## config.mk

```make
export PLATFORM = sky130hd
export DESIGN_NAME = spiram_master_flat
export DESIGN_NICKNAME = d
export VERILOG_FILES = /design/src/rtl/spiram_master_if.sv /design/src/rtl/spiram_master.sv /design/src/flat_wrapper.sv
export SDC_FILE = /design/constraint.sdc
export NUM_CORES = 1
export LEC_CHECK = 0
export BUFFER_PORTS_ARGS = -buffer_cell sky130_fd_sc_hd__clkbuf_2
export CAP_MARGIN = 20
export CORE_ASPECT_RATIO = 1.1
export CORE_MARGIN = 2
export CORE_UTILIZATION = 46
export DETAILED_ROUTE_END_ITERATION = 7
export PLACE_DENSITY_LB_ADDON = 0.05
export SLEW_MARGIN = 20
export SYNTH_ARGS = -nofsm -noshare
export SYNTH_HDL_FRONTEND = slang
export SYNTH_SLANG_ARGS = --single-unit
```

## constraint.sdc

```tcl
create_clock -name clk -period 2.3 [get_ports clk]
set_input_delay 0.23 -clock clk [delete_from_list [all_inputs] [get_ports clk]]
set_output_delay 0.23 -clock clk [all_outputs]
set_load 0.1 [all_outputs]
```

## src/rtl/spiram_master_if.sv

```systemverilog
// Native word-wide memory bus between the CPU and spiram_master.
interface spiram_master_if;
    logic        mem_valid;
    logic        mem_ready;
    logic [23:0] mem_addr;
    logic [31:0] mem_wdata;
    logic [3:0]  mem_wstrb;
    logic [31:0] mem_rdata;
    logic        busy;

    modport master (output mem_valid, mem_addr, mem_wdata, mem_wstrb,
                    input  mem_ready, mem_rdata, busy);
    modport slave  (input  mem_valid, mem_addr, mem_wdata, mem_wstrb,
                    output mem_ready, mem_rdata, busy);
endinterface

```

## src/rtl/spiram_master.sv

```systemverilog
// SPI mode-0 master mapping word reads/writes onto serial SPI RAM 0x03/0x02 commands.
module spiram_master #(
    parameter int CLK_DIV  = 1,
    parameter int CSB_IDLE = 2
) (
    input  logic           clk,
    input  logic           resetn,
    spiram_master_if.slave bus,
    output logic           spi_csb,
    output logic           spi_clk,
    output logic           spi_io0,
    input  logic           spi_io1
);
    typedef enum logic [2:0] {IDLE, SETUP, SHIFT, HOLD, GAP} state_t;
    state_t state, state_d;

    logic [7:0]  div_cnt, hi_cnt;
    logic [5:0]  bit_cnt;
    logic [63:0] tx, frame_d;
    logic [31:0] rx;
    logic [21:0] addr_q;
    logic [31:0] wdata_q;
    logic [3:0]  lanes_q, lane_low, lanes_left;
    logic        read_q, short_q;
    logic        div_end, last_bit, hi_ok;
    logic        accept, restart, rise, fall, hold_end;
    logic        unused_addr_lsb;

    assign unused_addr_lsb = ^bus.mem_addr[1:0];

    // Frame left-aligned in 64 bits; partial writes carry one byte for the lowest pending lane.
    function automatic logic [63:0] frame(input logic [21:0] aw, input logic [31:0] d,
                                          input logic [3:0] s);
        logic [1:0] lane;
        logic [7:0] b;
        if (s == 4'h0)
            return {8'h03, aw, 2'b00, 32'h0};
        if (s == 4'hF)
            return {8'h02, aw, 2'b00, d[7:0], d[15:8], d[23:16], d[31:24]};
        if (s[0])      begin lane = 2'd0; b = d[7:0];   end
        else if (s[1]) begin lane = 2'd1; b = d[15:8];  end
        else if (s[2]) begin lane = 2'd2; b = d[23:16]; end
        else           begin lane = 2'd3; b = d[31:24]; end
        return {8'h02, aw, lane, b, 24'h0};
    endfunction

    assign frame_d    = (state == IDLE) ? frame(bus.mem_addr[23:2], bus.mem_wdata, bus.mem_wstrb)
                                        : frame(addr_q, wdata_q, lanes_q);
    assign lane_low   = lanes_q & (~lanes_q + 4'd1);
    assign lanes_left = lanes_q & ~lane_low;
    assign div_end    = div_cnt == 8'(CLK_DIV - 1);
    assign last_bit   = bit_cnt == (short_q ? 6'd39 : 6'd63);
    assign hi_ok      = hi_cnt >= 8'(CSB_IDLE);

    always_ff @(posedge clk or negedge resetn) begin
        if (!resetn) state <= IDLE;
        else         state <= state_d;
    end

    always_comb begin
        state_d  = state;
        accept   = 1'b0;
        restart  = 1'b0;
        rise     = 1'b0;
        fall     = 1'b0;
        hold_end = 1'b0;
        unique case (state)
            IDLE:  if (bus.mem_valid && hi_ok) begin accept = 1'b1; state_d = SETUP; end
            SETUP: if (div_end) begin rise = 1'b1; state_d = SHIFT; end
            SHIFT: if (div_end) begin
                       if (spi_clk)       fall = 1'b1;
                       else if (last_bit) state_d = HOLD;
                       else               rise = 1'b1;
                   end
            HOLD:  if (div_end) begin hold_end = 1'b1; state_d = GAP; end
            GAP:   if (lanes_q == 4'h0) state_d = IDLE;
                   else if (hi_ok) begin restart = 1'b1; state_d = SETUP; end
            default: state_d = IDLE;
        endcase
    end

    always_ff @(posedge clk or negedge resetn) begin
        if (!resetn) begin
            spi_csb       <= 1'b1;
            spi_clk       <= 1'b0;
            spi_io0       <= 1'b0;
            bus.mem_ready <= 1'b0;
            bus.busy      <= 1'b0;
            bus.mem_rdata <= '0;
            div_cnt       <= '0;
            hi_cnt        <= 8'(CSB_IDLE);
            bit_cnt       <= '0;
            tx            <= '0;
            rx            <= '0;
            addr_q        <= '0;
            wdata_q       <= '0;
            lanes_q       <= '0;
            read_q        <= 1'b0;
            short_q       <= 1'b0;
        end else begin
            bus.mem_ready <= 1'b0;
            div_cnt <= (state_d != state || div_end) ? 8'd0 : div_cnt + 8'd1;
            if (accept) begin
                addr_q   <= bus.mem_addr[23:2];
                wdata_q  <= bus.mem_wdata;
                read_q   <= bus.mem_wstrb == 4'h0;
                short_q  <= bus.mem_wstrb != 4'h0 && bus.mem_wstrb != 4'hF;
                lanes_q  <= (bus.mem_wstrb != 4'hF) ? bus.mem_wstrb : 4'h0;
                bus.busy <= 1'b1;
            end
            if (accept || restart) begin
                tx      <= frame_d;
                spi_io0 <= frame_d[63];
                spi_csb <= 1'b0;
            end
            if (rise) begin
                spi_clk <= 1'b1;
                rx      <= {rx[30:0], spi_io1};
                bit_cnt <= (state == SETUP) ? 6'd0 : bit_cnt + 6'd1;
            end
            if (fall) begin
                spi_clk <= 1'b0;
                tx      <= {tx[62:0], 1'b0};
                spi_io0 <= tx[62];
            end
            if (hold_end) begin
                spi_csb <= 1'b1;
                lanes_q <= lanes_left;
                if (lanes_left == 4'h0) begin
                    bus.mem_ready <= 1'b1;
                    bus.busy      <= 1'b0;
                    // First received byte lands in the low lane.
                    if (read_q) bus.mem_rdata <= {rx[7:0], rx[15:8], rx[23:16], rx[31:24]};
                end
            end
            if (accept || restart)            hi_cnt <= 8'd0;
            else if (hold_end)                hi_cnt <= 8'd1;
            else if (spi_csb && hi_cnt != 8'hFF) hi_cnt <= hi_cnt + 8'd1;
        end
    end
endmodule

```

## src/flat_wrapper.sv

```systemverilog
// flat-port wrapper written by rule: the top's interface ports become plain ports
module spiram_master_flat 
#(
    parameter int CLK_DIV  = 1,
    parameter int CSB_IDLE = 2
)
  (clk, resetn, spi_csb, spi_clk, spi_io0, spi_io1, bus_mem_valid, bus_mem_addr, bus_mem_wdata, bus_mem_wstrb, bus_mem_ready, bus_mem_rdata, bus_busy);
  spiram_master_if bus_i ();
  input  logic clk;
  input  logic resetn;
  output logic spi_csb;
  output logic spi_clk;
  output logic spi_io0;
  input  logic spi_io1;
  input wire logic [$bits(bus_i.mem_valid)-1:0] bus_mem_valid;
  input wire logic [$bits(bus_i.mem_addr)-1:0] bus_mem_addr;
  input wire logic [$bits(bus_i.mem_wdata)-1:0] bus_mem_wdata;
  input wire logic [$bits(bus_i.mem_wstrb)-1:0] bus_mem_wstrb;
  output wire logic [$bits(bus_i.mem_ready)-1:0] bus_mem_ready;
  output wire logic [$bits(bus_i.mem_rdata)-1:0] bus_mem_rdata;
  output wire logic [$bits(bus_i.busy)-1:0] bus_busy;
  assign bus_i.mem_valid = bus_mem_valid;
  assign bus_i.mem_addr = bus_mem_addr;
  assign bus_i.mem_wdata = bus_mem_wdata;
  assign bus_i.mem_wstrb = bus_mem_wstrb;
  assign bus_mem_ready = bus_i.mem_ready;
  assign bus_mem_rdata = bus_i.mem_rdata;
  assign bus_busy = bus_i.busy;
  spiram_master #(.CLK_DIV(CLK_DIV), .CSB_IDLE(CSB_IDLE)) u_core (.clk(clk), .resetn(resetn), .bus(bus_i), .spi_csb(spi_csb), .spi_clk(spi_clk), .spi_io0(spi_io0), .spi_io1(spi_io1));
endmodule
```

## Word-level counts from Yosys, hierarchy flattened

Index checks and enable logic that the tools add are counted.
W data, S select, Z words.

- Bits in registers: 217
- Bits in latches: 0
- Memory bits (writable): 0
- Bits in read-only memories: 0
- Output and inout bits: 37
- Logic and storage cells: 125
- Memories kept: 0

- Add/subtract/negate cells: 4
- Multipliers: 0
- Div/mod/pow operators: 0
- Order comparisons: 1
- Equality and inequality tests: 10
- Shift operators: 0
- Multiplexer cells: 72
- Bitwise operators: 4
- Reduce and logical (&&, ||, !) cells: 17

Operators by type and width:

| operator | count |
|---|---|
| $mux W64 | 9 |
| $mux W63 | 2 |
| $mux W8 | 10 |
| $mux W1 | 32 |
| $mux W3 | 8 |
| $add A8 B1 Y8 const B | 2 |
| $pmux W3 S5 | 1 |
| $logic_not A4 Y1 | 3 |
| $mux W4 | 3 |
| $and A4 B4 Y4 | 2 |
| $eq A4 B4 Y1 const B | 2 |
| $ge A8 B2 Y1 const B | 1 |
| $logic_not A8 Y1 | 1 |
| $mux W2 | 4 |
| $ne A8 B8 Y1 const B | 1 |
| $not A4 Y4 | 2 |
| $reduce_bool A2 Y1 | 4 |
| $add A6 B1 Y6 const B | 1 |
| $eq A3 B2 Y1 const B | 2 |
| $eq A6 B6 Y1 | 1 |
| $mux W6 | 1 |
| $mux W5 | 1 |
| $add A4 B1 Y4 const B | 1 |
| $ne A4 B4 Y1 const B | 1 |
| other kinds (10) | 13 |

## Depth between registers and ports, before layout

- Depth after elaboration: 9
- Mapped depth: 11
- Gate-level depth less buffers: 7

## Worst setup path before layout

Ideal clock, no wire load.

- Path type: reg2reg
- From: register u_core.spi_clk
- To: register u_core.rx[10]
- Data arrival time: 2.215 ns
- Required time: 2.175 ns
- Path slack: -0.040 ns
- Stages on the path, launching flop included: 8
- Cell sequence: dfrtp_1 nor4b_2 nand3_1 or2_4 nand2b_4 buf_12 buf_12 mux2_4

- Cells in the longest elaborated chain, start to end: 3

Ends and longest elaborated chain:

| what | RTL line | text |
|---|---|---|
| from (decl) | spiram_master.sv:10 | `output logic spi_clk,` |
| from (signal assigned) | spiram_master.sv:85 | `spi_clk <= 1'b0;` |
| from (signal assigned) | spiram_master.sv:117 | `spi_clk <= 1'b1;` |
| from (signal assigned) | spiram_master.sv:122 | `spi_clk <= 1'b0;` |
| $mux W1 | spiram_master.sv:71 | `if (spi_clk) fall = 1'b1;` |
| $mux W1 | spiram_master.sv:70 | `SHIFT: if (div_end) begin` |
| $pmux W1 S2 | spiram_master.sv:67 | `unique case (state)` |
| to (signal assigned) | spiram_master.sv:118 | `rx <= {rx[30:0], spi_io1};` |
| to (decl) | spiram_master.sv:20 | `logic [31:0] rx;` |

Every way passes these cells.
A chain may end at the register's enable or synchronous reset.

## Worst setup path after layout

- From: register u_core.div_cnt[1]
- To: register u_core.bus.mem_rdata[24]

- Cells in the longest elaborated chain, start to end: 4

Ends and longest elaborated chain:

| what | RTL line | text |
|---|---|---|
| from (decl) | spiram_master.sv:17 | `logic [7:0] div_cnt, hi_cnt;` |
| from (signal assigned) | spiram_master.sv:102 | `div_cnt <= (state_d != state \|\| div_end) ? 8'd0 : div_cnt + 8'd1;` |
| $logic_not A8 Y1 | spiram_master.sv:51 | `assign div_end = div_cnt == 8'(CLK_DIV - 1);` |
| $mux W1 | spiram_master.sv:75 | `HOLD: if (div_end) begin hold_end = 1'b1; state_d = GAP; end` |
| $mux W1 | spiram_master.sv:67 |  |
| $reduce_and A3 Y1 (no source line) | -- |  |
| to (signal assigned) | spiram_master.sv:133 | `if (read_q) bus.mem_rdata <= {rx[7:0], rx[15:8], rx[23:16], rx[31:24]};` |
| to (decl) | spiram_master_if.sv:14 | `output mem_ready, mem_rdata, busy);` |

Every way passes these cells.

==> impl_metrics.ini <==
[placed_design]
gp_congestion = 0.830
hpwlAfterDp_mm = 15.4
portBuffers = 98
dpl_cell_area_mm2 = 0.0112
placedCellCount = 1350

[floorplan]
initial_core_util_pct = 46.5
fp.dieW_um = 146
rows = 57
die_h_um = 160
io_pins = 101
core_area_mm2 = 0.0219
die_area_mm2 = 0.0233

[pwr]
leakage_uw = 0.00592
ir_drop_mv = 0.508
power_density_mw_per_mm2 = 667

[detailed_routing]
viasPerCell = 5.35
vias = 7759
final_antenna_net_count = 0
drt-initial-drc-count = 403
wl_per_cell_um = 16.9
route.detailed.drc = 0
wirelength_mm = 24.5
detail_route.first_pass.iterations = 5

[synth]
synth_top_family_by_area = simple AND/OR/NAND/NOR gates
yosys_warnings = 0
synthCells = 980
synth_fa_ha_area_share_pct = 0.614
async_flop_share_pct = 100
synth.cell_area_mm2 = 0.0102
synth-edff-count = 0
seq_area_frac_synth_pct = 53.3
synthXorXnorAreaFrac_pct = 1.38
ys_seq_elements = 217
synth_nets = 1049
ys_types = 59
synthSimpleGateAreaFrac_pct = 18.4
muxShareOfSynthArea_pct = 10.8
synth_flop_cell = dfrtp_1
avgSynthCellArea_um2 = 10.4
synth_compound_area_share_pct = 11.3

[timing]
finalHoldViolCount = 0
final_max_slew_viol_count = 0
slew_headroom_pct = 61.6
fin_skew_ns = 0.0131
rsz0062_at_grt = false
setup_viol_count_final = 0
period_share_pct = 92.3
max_freq_mhz = 471
worst_slew_pin_slew_ns = 0.578
timing.setup.tns_ns = 0
layout_min_cycle_time_ns = 2.12

[hold_path]
min_path_type = input pin to flip-flop

[cells_and_area]
multi_input_area_mm2 = 0.00438
instances_no_fill = 1451
drive_gt1_share_pct = 23.5
ff_latch_area_mm2 = 0.00543
syn_to_final_growth_pct = 23.8
nets = 1207
n_antenna_cell = 0
design_area_mm2 = 0.0126
n_fill_cell = 1965

[worst_setup_path]
slowest_delay_ns = 0.43
worstPathMaxFanout = 32
worstPathArrival_ns = 2.51
slowest_stage = dfrtp_1
critPathKind = flip-flop to flip-flop
start_kind = flip-flop
crit_required_ns = 2.69
crit_chain = inv_1 > ha_1 > nor3b_2 > nand2_1 > nor4_4 > nand3_2 > buf_12 > mux2_1
worstSetupEndpointType = flip-flop

[job]
drv_cap = 0

[clocking]
cts_buffers = 24
htreeDepth = 1
clkTransAtPathRegs_ns = 0.06
cts_tree = built
clock_tree.root_cell = clkbuf_16
clock_path_buffers = 3
clk_latency_ns = 0.52
clock-sinks = 217
cts_setup_buffers = 0

[outcome]
status = complete, no violations

[global_routing]
antenna_found_initial = 0
grt_max_degree = 56
overflow = 0
grt_pass1_vias = 8071
grt_first_pass_wirelength_mm = 41.6
grtUsageTotal_pct = 21.5
[sequential cells by signal, indices dropped and copies added, names as in the netlist, 3 cells and up]
| name | count |
|---|---|
| u_core.bus.mem_rdata | 32 |
| u_core.div_cnt | 8 |
| u_core.bit_cnt | 6 |
| u_core.rx | 32 |
| u_core.state | 3 |
| u_core.wdata_q | 32 |
| u_core.hi_cnt | 8 |
| u_core.addr_q | 22 |
| u_core.lanes_q | 4 |
| u_core.tx | 63 |
[cell type report]
type | instances | area share, %
Clock inverter | 13 | 1.29
Clock buffer | 31 | 5.29
Multi-Input combinational cell | 687 | 34.7
Timing Repair Buffer | 201 | 12.4
Tap cell | 295 | 2.93
Sequential cell | 217 | 43.1
Inverter | 7 | 0.208
[power breakdown]
part | leakage [uW] | switching (uW) | total (uW) | internal [uW]
sequential | 0.00268 | 60.0 | 3960 | 3900
combinational | 0.00284 | 259 | 475 | 216
clock | 0.000401 | 1590 | 3980 | 2390
[metrics by stage]
| step | hold slack [ns] | setup WS, ns | total power [uW] | utilization, % |
|---|---|---|---|---|
| floorplan | -0.0656 | 0.170 | 4180 | - |
| global placement | 0.176 | 0.0673 | 4420 | 51.1 |
| detailed placement | 0.179 | -0.0468 | 4430 | 51.1 |
| CTS | 0.0644 | 0.00612 | 8540 | 57.5 |
| global route | 0.0979 | 0.0313 | 8750 | 57.6 |
| finish | 0.0915 | 0.177 | 8410 | 57.6 |
[final timing paths]
kind / cells past startpoint / to / slack, ns / startpoint
worst max-delay path: 8 / u_core.bus.mem_rdata[24] / 0.18 / u_core.div_cnt[1]
worst min-delay path: 2 / u_core.lanes_q[1] / 0.09 / bus_mem_wstrb[1]
worst max register to register: 8 / u_core.bus.mem_rdata[24] / 0.18 / u_core.div_cnt[1]
worst min register to register: 2 / u_core.spi_io0 / 0.47 / u_core.tx[62]
max in group asynchronous: 3 / u_core.tx[48] / 1.34 / resetn
min in group asynchronous: 2 / u_core.div_cnt[4] / 0.22 / resetn
[Yosys cell counts, drive strengths merged (4+ instances only)]
master | number | area (um2)
mux2 | 64 | 845
o21ai | 22 | 110
and3 | 4 | 25.0
a221o | 4 | 40.0
a21oi | 9 | 60.1
mux2i | 25 | 250
a211oi | 8 | 60.1
xnor2 | 9 | 78.8
nor2 | 63 | 236
nand2 | 249 | 935
ha | 5 | 62.6
nand2b | 4 | 32.5
nand4 | 4 | 25.0
inv | 7 | 26.3
o211ai | 22 | 165
nor4 | 7 | 92.6
buf | 33 | 259
o22ai | 17 | 106
nand3 | 49 | 250
nor3 | 17 | 90.1
clkbuf | 36 | 135
xor2 | 7 | 61.3
nor3b | 5 | 37.5
a221oi | 38 | 333
dfrtp | 215 | 5380
o31ai | 24 | 180
[critical path, delay by kind of cell (launching register included)]
family                   cells  cell delay (ns)
buffers and inverters        2             0.26
adder cells (fa/ha/maj)      1             0.13
multiplexers                 1             0.33
AND/OR/NAND/NOR              4             0.82
flip-flops                   1             0.43
[per-layer routing]
| metal | up-vias | global-route usage [%] | part of all wire (%) |
|---|---|---|---|
| met5 | - | 0 | 0 |
| met4 | 0 | 6.33 | 1.8 |
| met3 | 35 | 2.83 | 4.2 |
| met2 | 197 | 36.4 | 48 |
| met1 | 3762 | 29.1 | 46 |
| li1 | 3765 | - | - |
[what timing repair did]
action                                 CTS  global route
gates resized for setup                  2             1
endpoints found under the hold margin  103             0
hold buffers                            57             0
cloned                                   0             0
setup endpoints to repair                9            63
[layout by cell type (no fill, tap or decap), types with 22 or more instances in the layout]
| master | netlist | routed |
|---|---|---|
| a221oi_1 | 38 | 38 |
| mux2i_1 | 25 | 25 |
| nor2_1 | 63 | 63 |
| dlygate4sd3_1 | 0 | 57 |
| clkbuf_2 | 0 | 97 |
| mux2_2 | 29 | 29 |
| nand3_1 | 48 | 48 |
| buf_4 | 1 | 34 |
| o211ai_1 | 22 | 22 |
| mux2_4 | 33 | 33 |
| o31ai_1 | 24 | 24 |
| nand2_1 | 249 | 248 |
| dfrtp_1 | 215 | 214 |
| clkbuf_16 | 0 | 24 |
[cells by family after synthesis]
| logic type | Yosys count |
|---|---|
| xor gates and xnor gates | 16 |
| and+or+nand+nor | 422 |
| muxes | 89 |
| DFF | 217 |
| AOI/OAI and AO/OA | 155 |
| buffers and inverters | 76 |
| adders and majority gates | 5 |
(Power assumes the default switching activity.)
